==> src/rtl/calc_pkg.sv <==
// Shared types for the calculator sequencer: FSM states and the
// one-hot display-select encodings.
package calc_pkg;

  typedef enum logic [2:0] {
    ENTER_A,
    ENTER_B,
    ENTER_OP,
    EXEC,
    WAIT,
    SHOW,
    ERR
  } calc_state_t;

  // Bit order: {en_res, en_op, en_b, en_a}
  localparam logic [3:0] EN_NONE = 4'b0000;
  localparam logic [3:0] EN_A    = 4'b0001;
  localparam logic [3:0] EN_B    = 4'b0010;
  localparam logic [3:0] EN_OP   = 4'b0100;
  localparam logic [3:0] EN_RES  = 4'b1000;

  function automatic logic [3:0] en_of(
    input calc_state_t s
  );
    logic [3:0] e;
    e = EN_NONE;
    unique case (1'b1)
      s == ENTER_A:  e = EN_A;
      s == ENTER_B:  e = EN_B;
      s == ENTER_OP: e = EN_OP;
      s == SHOW:     e = EN_RES;
      default:       e = EN_NONE;
    endcase
    return e;
  endfunction

endpackage

==> src/rtl/calc_sequencer_if.sv <==
// Button/ALU control bundle between the calculator sequencer and
// its surroundings (buttons, operand registers, ALU, display mux).
interface calc_sequencer_if;

  logic progress;
  logic clear;
  logic alu_done;
  logic alu_err;
  logic ld_a;
  logic ld_b;
  logic ld_op;
  logic alu_start;
  logic en_a;
  logic en_b;
  logic en_op;
  logic en_res;
  logic busy;
  logic error;

  modport master (
    input  progress, clear,
    input  alu_done, alu_err,
    output ld_a, ld_b, ld_op,
    output alu_start,
    output en_a, en_b, en_op, en_res,
    output busy, error
  );

  modport slave (
    output progress, clear,
    output alu_done, alu_err,
    input  ld_a, ld_b, ld_op,
    input  alu_start,
    input  en_a, en_b, en_op, en_res,
    input  busy, error
  );

endinterface

==> src/rtl/button_debounce.sv <==
// Level debouncer: dout follows din only after din has held a new
// value for CYCLES consecutive clocks.
module button_debounce #(
  parameter int CYCLES = 50000
) (
  input  logic clk,
  input  logic reset_n,
  input  logic din,
  output logic dout
);

  localparam int CW = $clog2(CYCLES + 1);

  logic [CW-1:0] cnt;

  always_ff @(posedge clk or negedge reset_n) begin
    if (!reset_n) begin
      cnt  <= '0;
      dout <= 1'b0;
    end else if (din == dout) begin
      cnt  <= '0;
    end else if (cnt == CW'(CYCLES - 1)) begin
      cnt  <= '0;
      dout <= din;
    end else begin
      cnt  <= cnt + 1'b1;
    end
  end

endmodule

==> src/rtl/calc_sequencer.sv <==
// Calculator control FSM: A / B / operator entry, ALU run, result.
// Define CALC_DEBOUNCE_EN to debounce the progress button.
module calc_sequencer
  import calc_pkg::*;
#(
  parameter int TIMEOUT         = 1024,
  parameter int DEBOUNCE_CYCLES = 50000
) (
  input logic              clk,
  input logic              reset_n,
  calc_sequencer_if.master bus
);

  localparam int CW = $clog2(TIMEOUT);

  calc_state_t   state;
  calc_state_t   state_d;
  logic          sync1;
  logic          sync2;
  logic          prog_s;
  logic          prog_q;
  logic          rel;
  logic          tmo;
  logic [CW-1:0] cnt;
  logic          ld_a_d;
  logic          ld_b_d;
  logic          ld_op_d;
  logic [3:0]    en_q;

  always_ff @(posedge clk or negedge reset_n) begin
    if (!reset_n) begin
      sync1  <= 1'b0;
      sync2  <= 1'b0;
      prog_q <= 1'b0;
    end else begin
      sync1  <= bus.progress;
      sync2  <= sync1;
      prog_q <= prog_s;
    end
  end

`ifdef CALC_DEBOUNCE_EN
  button_debounce #(
    .CYCLES (DEBOUNCE_CYCLES)
  ) u_debounce (
    .clk     (clk),
    .reset_n (reset_n),
    .din     (sync2),
    .dout    (prog_s)
  );
`else
  logic unused_cfg;
  assign unused_cfg = (DEBOUNCE_CYCLES > 0);
  assign prog_s     = sync2;
`endif

  assign rel = prog_q & ~prog_s;
  assign tmo = (cnt == CW'(TIMEOUT - 1));

  always_comb begin
    state_d = state;
    ld_a_d  = 1'b0;
    ld_b_d  = 1'b0;
    ld_op_d = 1'b0;
    if (bus.clear) begin
      state_d = ENTER_A;
    end else begin
      unique case (state)
        ENTER_A: if (rel) begin
          state_d = ENTER_B;
          ld_a_d  = 1'b1;
        end
        ENTER_B: if (rel) begin
          state_d = ENTER_OP;
          ld_b_d  = 1'b1;
        end
        ENTER_OP: if (rel) begin
          state_d = EXEC;
          ld_op_d = 1'b1;
        end
        EXEC: state_d = WAIT;
        WAIT: begin
          if (bus.alu_done)
            state_d = bus.alu_err ? ERR : SHOW;
          else if (tmo)
            state_d = ERR;
        end
        SHOW, ERR: if (rel) state_d = ENTER_A;
        default: state_d = ENTER_A;
      endcase
    end
  end

  always_ff @(posedge clk or negedge reset_n) begin
    if (!reset_n) begin
      state <= ENTER_A;
      cnt   <= '0;
    end else begin
      state <= state_d;
      cnt   <= (state == WAIT) ? cnt + 1'b1 : '0;
    end
  end

  // alu_start launches off the EXEC state register, so it trails ld_op
  // by one cycle and the operator register is loaded before the ALU starts.
  always_ff @(posedge clk or negedge reset_n) begin
    if (!reset_n) begin
      bus.ld_a      <= 1'b0;
      bus.ld_b      <= 1'b0;
      bus.ld_op     <= 1'b0;
      bus.alu_start <= 1'b0;
      bus.busy      <= 1'b0;
      bus.error     <= 1'b0;
      en_q          <= EN_A;
    end else begin
      bus.ld_a      <= ld_a_d;
      bus.ld_b      <= ld_b_d;
      bus.ld_op     <= ld_op_d;
      bus.alu_start <= (state == EXEC) && !bus.clear;
      bus.busy      <= (state_d == EXEC) || (state_d == WAIT);
      bus.error     <= (state_d == ERR);
      en_q          <= en_of(state_d);
    end
  end

  assign bus.en_a   = en_q[0];
  assign bus.en_b   = en_q[1];
  assign bus.en_op  = en_q[2];
  assign bus.en_res = en_q[3];

endmodule

==> src/flat_wrapper.sv <==
// flat-port wrapper written by rule: the top's interface ports become plain ports
module calc_sequencer_flat import calc_pkg::*;
#(
  parameter int TIMEOUT         = 1024,
  parameter int DEBOUNCE_CYCLES = 50000
)
  (clk, reset_n, bus_progress, bus_clear, bus_alu_done, bus_alu_err, bus_ld_a, bus_ld_b, bus_ld_op, bus_alu_start, bus_en_a, bus_en_b, bus_en_op, bus_en_res, bus_busy, bus_error);
  calc_sequencer_if bus_i ();
  input logic clk;
  input logic reset_n;
  input wire logic [$bits(bus_i.progress)-1:0] bus_progress;
  input wire logic [$bits(bus_i.clear)-1:0] bus_clear;
  input wire logic [$bits(bus_i.alu_done)-1:0] bus_alu_done;
  input wire logic [$bits(bus_i.alu_err)-1:0] bus_alu_err;
  output wire logic [$bits(bus_i.ld_a)-1:0] bus_ld_a;
  output wire logic [$bits(bus_i.ld_b)-1:0] bus_ld_b;
  output wire logic [$bits(bus_i.ld_op)-1:0] bus_ld_op;
  output wire logic [$bits(bus_i.alu_start)-1:0] bus_alu_start;
  output wire logic [$bits(bus_i.en_a)-1:0] bus_en_a;
  output wire logic [$bits(bus_i.en_b)-1:0] bus_en_b;
  output wire logic [$bits(bus_i.en_op)-1:0] bus_en_op;
  output wire logic [$bits(bus_i.en_res)-1:0] bus_en_res;
  output wire logic [$bits(bus_i.busy)-1:0] bus_busy;
  output wire logic [$bits(bus_i.error)-1:0] bus_error;
  assign bus_i.progress = bus_progress;
  assign bus_i.clear = bus_clear;
  assign bus_i.alu_done = bus_alu_done;
  assign bus_i.alu_err = bus_alu_err;
  assign bus_ld_a = bus_i.ld_a;
  assign bus_ld_b = bus_i.ld_b;
  assign bus_ld_op = bus_i.ld_op;
  assign bus_alu_start = bus_i.alu_start;
  assign bus_en_a = bus_i.en_a;
  assign bus_en_b = bus_i.en_b;
  assign bus_en_op = bus_i.en_op;
  assign bus_en_res = bus_i.en_res;
  assign bus_busy = bus_i.busy;
  assign bus_error = bus_i.error;
  calc_sequencer #(.TIMEOUT(TIMEOUT), .DEBOUNCE_CYCLES(DEBOUNCE_CYCLES)) u_core (.clk(clk), .reset_n(reset_n), .bus(bus_i));
endmodule
==> config.mk <==
export PLATFORM = sky130hd
export DESIGN_NAME = calc_sequencer_flat
export DESIGN_NICKNAME = d
export VERILOG_FILES = /design/src/rtl/calc_pkg.sv /design/src/rtl/calc_sequencer_if.sv /design/src/rtl/button_debounce.sv /design/src/rtl/calc_sequencer.sv /design/src/flat_wrapper.sv
export SDC_FILE = /design/constraint.sdc
export NUM_CORES = 1
export LEC_CHECK = 0
export CAP_MARGIN = 20
export CORE_UTILIZATION = 64
export CTS_BUF_LIST = sky130_fd_sc_hd__clkbuf_16
export DETAILED_ROUTE_END_ITERATION = 10
export DONT_BUFFER_PORTS = 1
export GPL_TIMING_DRIVEN = 0
export PLACE_DENSITY = 0.81
export SYNTH_ARGS = -nofsm -noshare
export SYNTH_HDL_FRONTEND = slang
export SYNTH_SLANG_ARGS = --single-unit
==> constraint.sdc <==
create_clock -name clk -period 5.7 [get_ports clk]
set_clock_uncertainty 0.15 [all_clocks]
set_input_delay 0.855 -clock clk [delete_from_list [all_inputs] [get_ports clk]]
set_output_delay 0.855 -clock clk [all_outputs]
set_load 0.02 [all_outputs]
==> impl_metrics.yaml <==
run_status:
  status: "completed"
critical_path:
  required_ps: 5690
  path_max_fanout: 10
  cp.arrival_ps: 2220
  worst_setup_path_end_kind: "flop"
  worstSetupPathType: "reg -> reg"
  worst_setup_path_start_kind: "flop"
  rr_worst_depth: 6
synthesis:
  synthMuxAreaShare_pct: 0.874
  synth-edff-count: 0
  synth-warning-count: 0
  synth.distinct_cells: 33
  async_flop_share_pct: 100
  synthCells: 108
  synth_area_mm2: 0.00114
  synth-seq-area-share_pct: 56.9
  synth-xor-area-share_pct: 4.59
  ys_ff_latch: 26
  synth_fa_ha_area_share_pct: 1.09
  synth-main-ff-cell: "dfrtp_1"
  syn-num-nets: 115
  synth_area_leaders: "dfrtp_1, nor2_1, xor2_1, nor2b_1, nand3b_1"
  yosys.area_share.simple_pct: 22.6
  avgSynthCellArea_um2: 10.6
  synth_compound_area_share_pct: 10.5
  synth_largest_area_cell: "dfrtp_1"
  netlist.area_leader.share_pct: 54.6
  synth_top_family_by_area: "simple AND/OR/NAND/NOR gates"
cells_and_area:
  areaGrowthSynthToFinish_pct: 11.8
  antenna-diode-count: 0
  drive_above_1_share_pct: 7.14
  fin_nets: 120
  design_area_mm2: 0.00128
  finish.utilization_pct: 80.3
hold_path:
  hp-class: "in -> async"
job:
  drv_cap: 0
place:
  io_buffers: 0
  gp_congestion: 0.852
  dp_hpwl_mm: 1.27
  dpl-instance-area_mm2: 0.00117
global_route:
  grt_pass1_vias: 746
  overflow: 0
  grt_usage_pct: 23.7
  grt_max_degree: 27
  grt_pass1_wl_mm: 3.35
  antenna_found_initial: 0
cts:
  cts_sinks: 26
  insertion_delay_ps: 260
  clk_path_buf_depth: 2
  hold_buffers: 0
  cts_setup_buffers: 0
  cts_tree: "done"
  cts-root-buf: "clkbuf_16"
  h-tree-depth: 1
  cts_resized: 0
  clk_pin_slew_worst_paths_ps: 60
  numCtsBuffers: 3
drt:
  drt_iter0_drc: 28
  routed_wl_mm: 1.94
  vias_per_cell: 5.82
  firstDrtPassIters: 6
  drcViolationCount: 0
  routedWlPerCell_um: 14.3
  num_vias: 792
  final_antenna_net_count: 0
timing:
  fmax_ghz: 0.448
  hold_viol: 0
  setup_viol: 0
  slew_headroom_pct: 38.0
  finalCritPeriodShare_pct: 39.2
  tightest_slew_ps: 929
  min_period_ps: 2230
  tns_ps: 0
  rsz0062_at_grt: "no"
  finalMaxSlewViolations: 0
floorplan:
  num_io_pins: 16
  core_area_mm2: 0.00159
  die_h_um: 44.3
  start_util_pct: 71.8
  dieArea_mm2: 0.00196
  fp.dieW_um: 44.3
  num_rows: 14
power_and_ir_drop:
  vdd_drop_max_uv: 338
  power_density_mw_per_mm2: 329
  leakage_nw: 0.547
-- kinds of logic (layout without fill, tap and decap cells) --
group,count (synthesis),count (layout)
AO/OA/AOI/OAI,16,16
XOR/XNOR,6,6
adder cells (fa/ha/maj),1,1
buffers and inverters,10,14
flip-flops,26,26
multiplexers,1,1
AND/OR/NAND/NOR,48,48
-- area by class of cell --
type                            count  area (µm²)
Clock buffer                        3        75.1
Multi-Input combinational cell     72         454
Buffer                              5        20.0
Sequential cell                    26         652
Inverter                            5        18.8
Clock inverter                      1        30.0
Fill cell                          92         314
Tap cell                           24        30.0
-- cell usage in the layout (no fill, tap or decap) --
cell type	netlist	final
dfrtp_1	25	25
nor2_1	16	16
inv_1	5	5
nor2b_1	5	5
o21ai_0	5	5
clkbuf_1	4	4
nand3b_1	4	4
nand2b_1	4	4
xor2_1	4	4
nand4_1	3	3
or3_1	3	3
a21oi_1	3	3
nand2_1	3	3
clkbuf_16	0	3
nand3_1	2	2
xnor2_1	2	2
and2_1	2	2
nor3_1	2	2
buf_2	1	1
mux2i_1	1	1
or3b_1	1	1
a211oi_2	1	1
a222oi_1	1	1
a311oi_2	1	1
a31oi_1	1	1
and4_1	1	1
a311oi_1	1	1
a311o_1	1	1
o22ai_1	1	1
o2111a_1	1	1
nor3b_1	1	1
nor4_1	1	1
ha_1	1	1
bufinv_16	0	1
dfstp_2	1	1
-- Yosys cell counts, types with 2 or more instances --
cell type	instances
xor2_1	4
nor2_1	16
and2_1	2
nand4_1	3
nand3b_1	4
dfrtp_1	25
inv_1	5
or3_1	3
xnor2_1	2
nor2b_1	5
clkbuf_1	4
o21ai_0	5
nor3_1	2
nand2b_1	4
a21oi_1	3
nand2_1	3
nand3_1	2
-- layer usage --
metal	routed length [µm]	global-route usage, %	vias up
li1	-	-	381
met1	887	33.7	371
met2	918	37.1	36
met3	122	6.12	4
met4	15	5.45	0
met5	0	0	-
-- registers in the layout, summed over array words and instances, names as in the netlist --
register,flops
u_core.bus.alu_start,1
u_core.prog_s,1
u_core.bus.busy,1
u_core.prog_q,1
u_core.state,3
u_core.bus.error,1
u_core.bus.ld_op,1
u_core.sync1,1
u_core.en_q,4
u_core.bus.ld_b,1
u_core.cnt,10
u_core.bus.ld_a,1
-- where the power goes --
group	leakage (nW)	total [W]	internal, W	switching (W)
logic	0.145	0.0000246	0.00000905	0.0000155
registers	0.351	0.000198	0.000191	0.00000699
clock network	0.0511	0.000199	0.000140	0.0000599
total	0.547	0.000422	0.000339	0.0000824
-- path summary, 6_finish.rpt --
kind / startpoint / to / slack (ps)
setup / recovery: u_core.state[1] / u_core.en_q[2] / 3470
max in group asynchronous: reset_n / u_core.en_q[0] / 5090
setup reg to reg: u_core.state[1] / u_core.en_q[2] / 3470
min in group clk: u_core.sync1 / u_core.prog_s / 210
hold reg to reg: u_core.sync1 / u_core.prog_s / 210
hold / removal: reset_n / u_core.cnt[6] / 140
-- worst max-delay path, stage by stage, from the launching register on --
cell and delay (ps):
dfrtp_1 390, buf_2 190, nor2_1 170, o21ai_0 150, a222oi_1 770, a311oi_2 100, o2111a_1 190
-- through the flow --
stage | hold WS (ps) | setup slack [ps] | power [W] | std cells
2_1_floorplan | 181 | 3600 | 0.000219 | 108
3_3_place_gp | 197 | 3330 | 0.000224 | 132
3_5_place_dp | 192 | 3290 | 0.000224 | 132
4_1_cts | 135 | 3560 | 0.000423 | 136
5_1_grt | 129 | 3410 | 0.000433 | 136
6_report | 137 | 3470 | 0.000422 | 136
No activity file was read; power rests on OpenSTA's default activity.
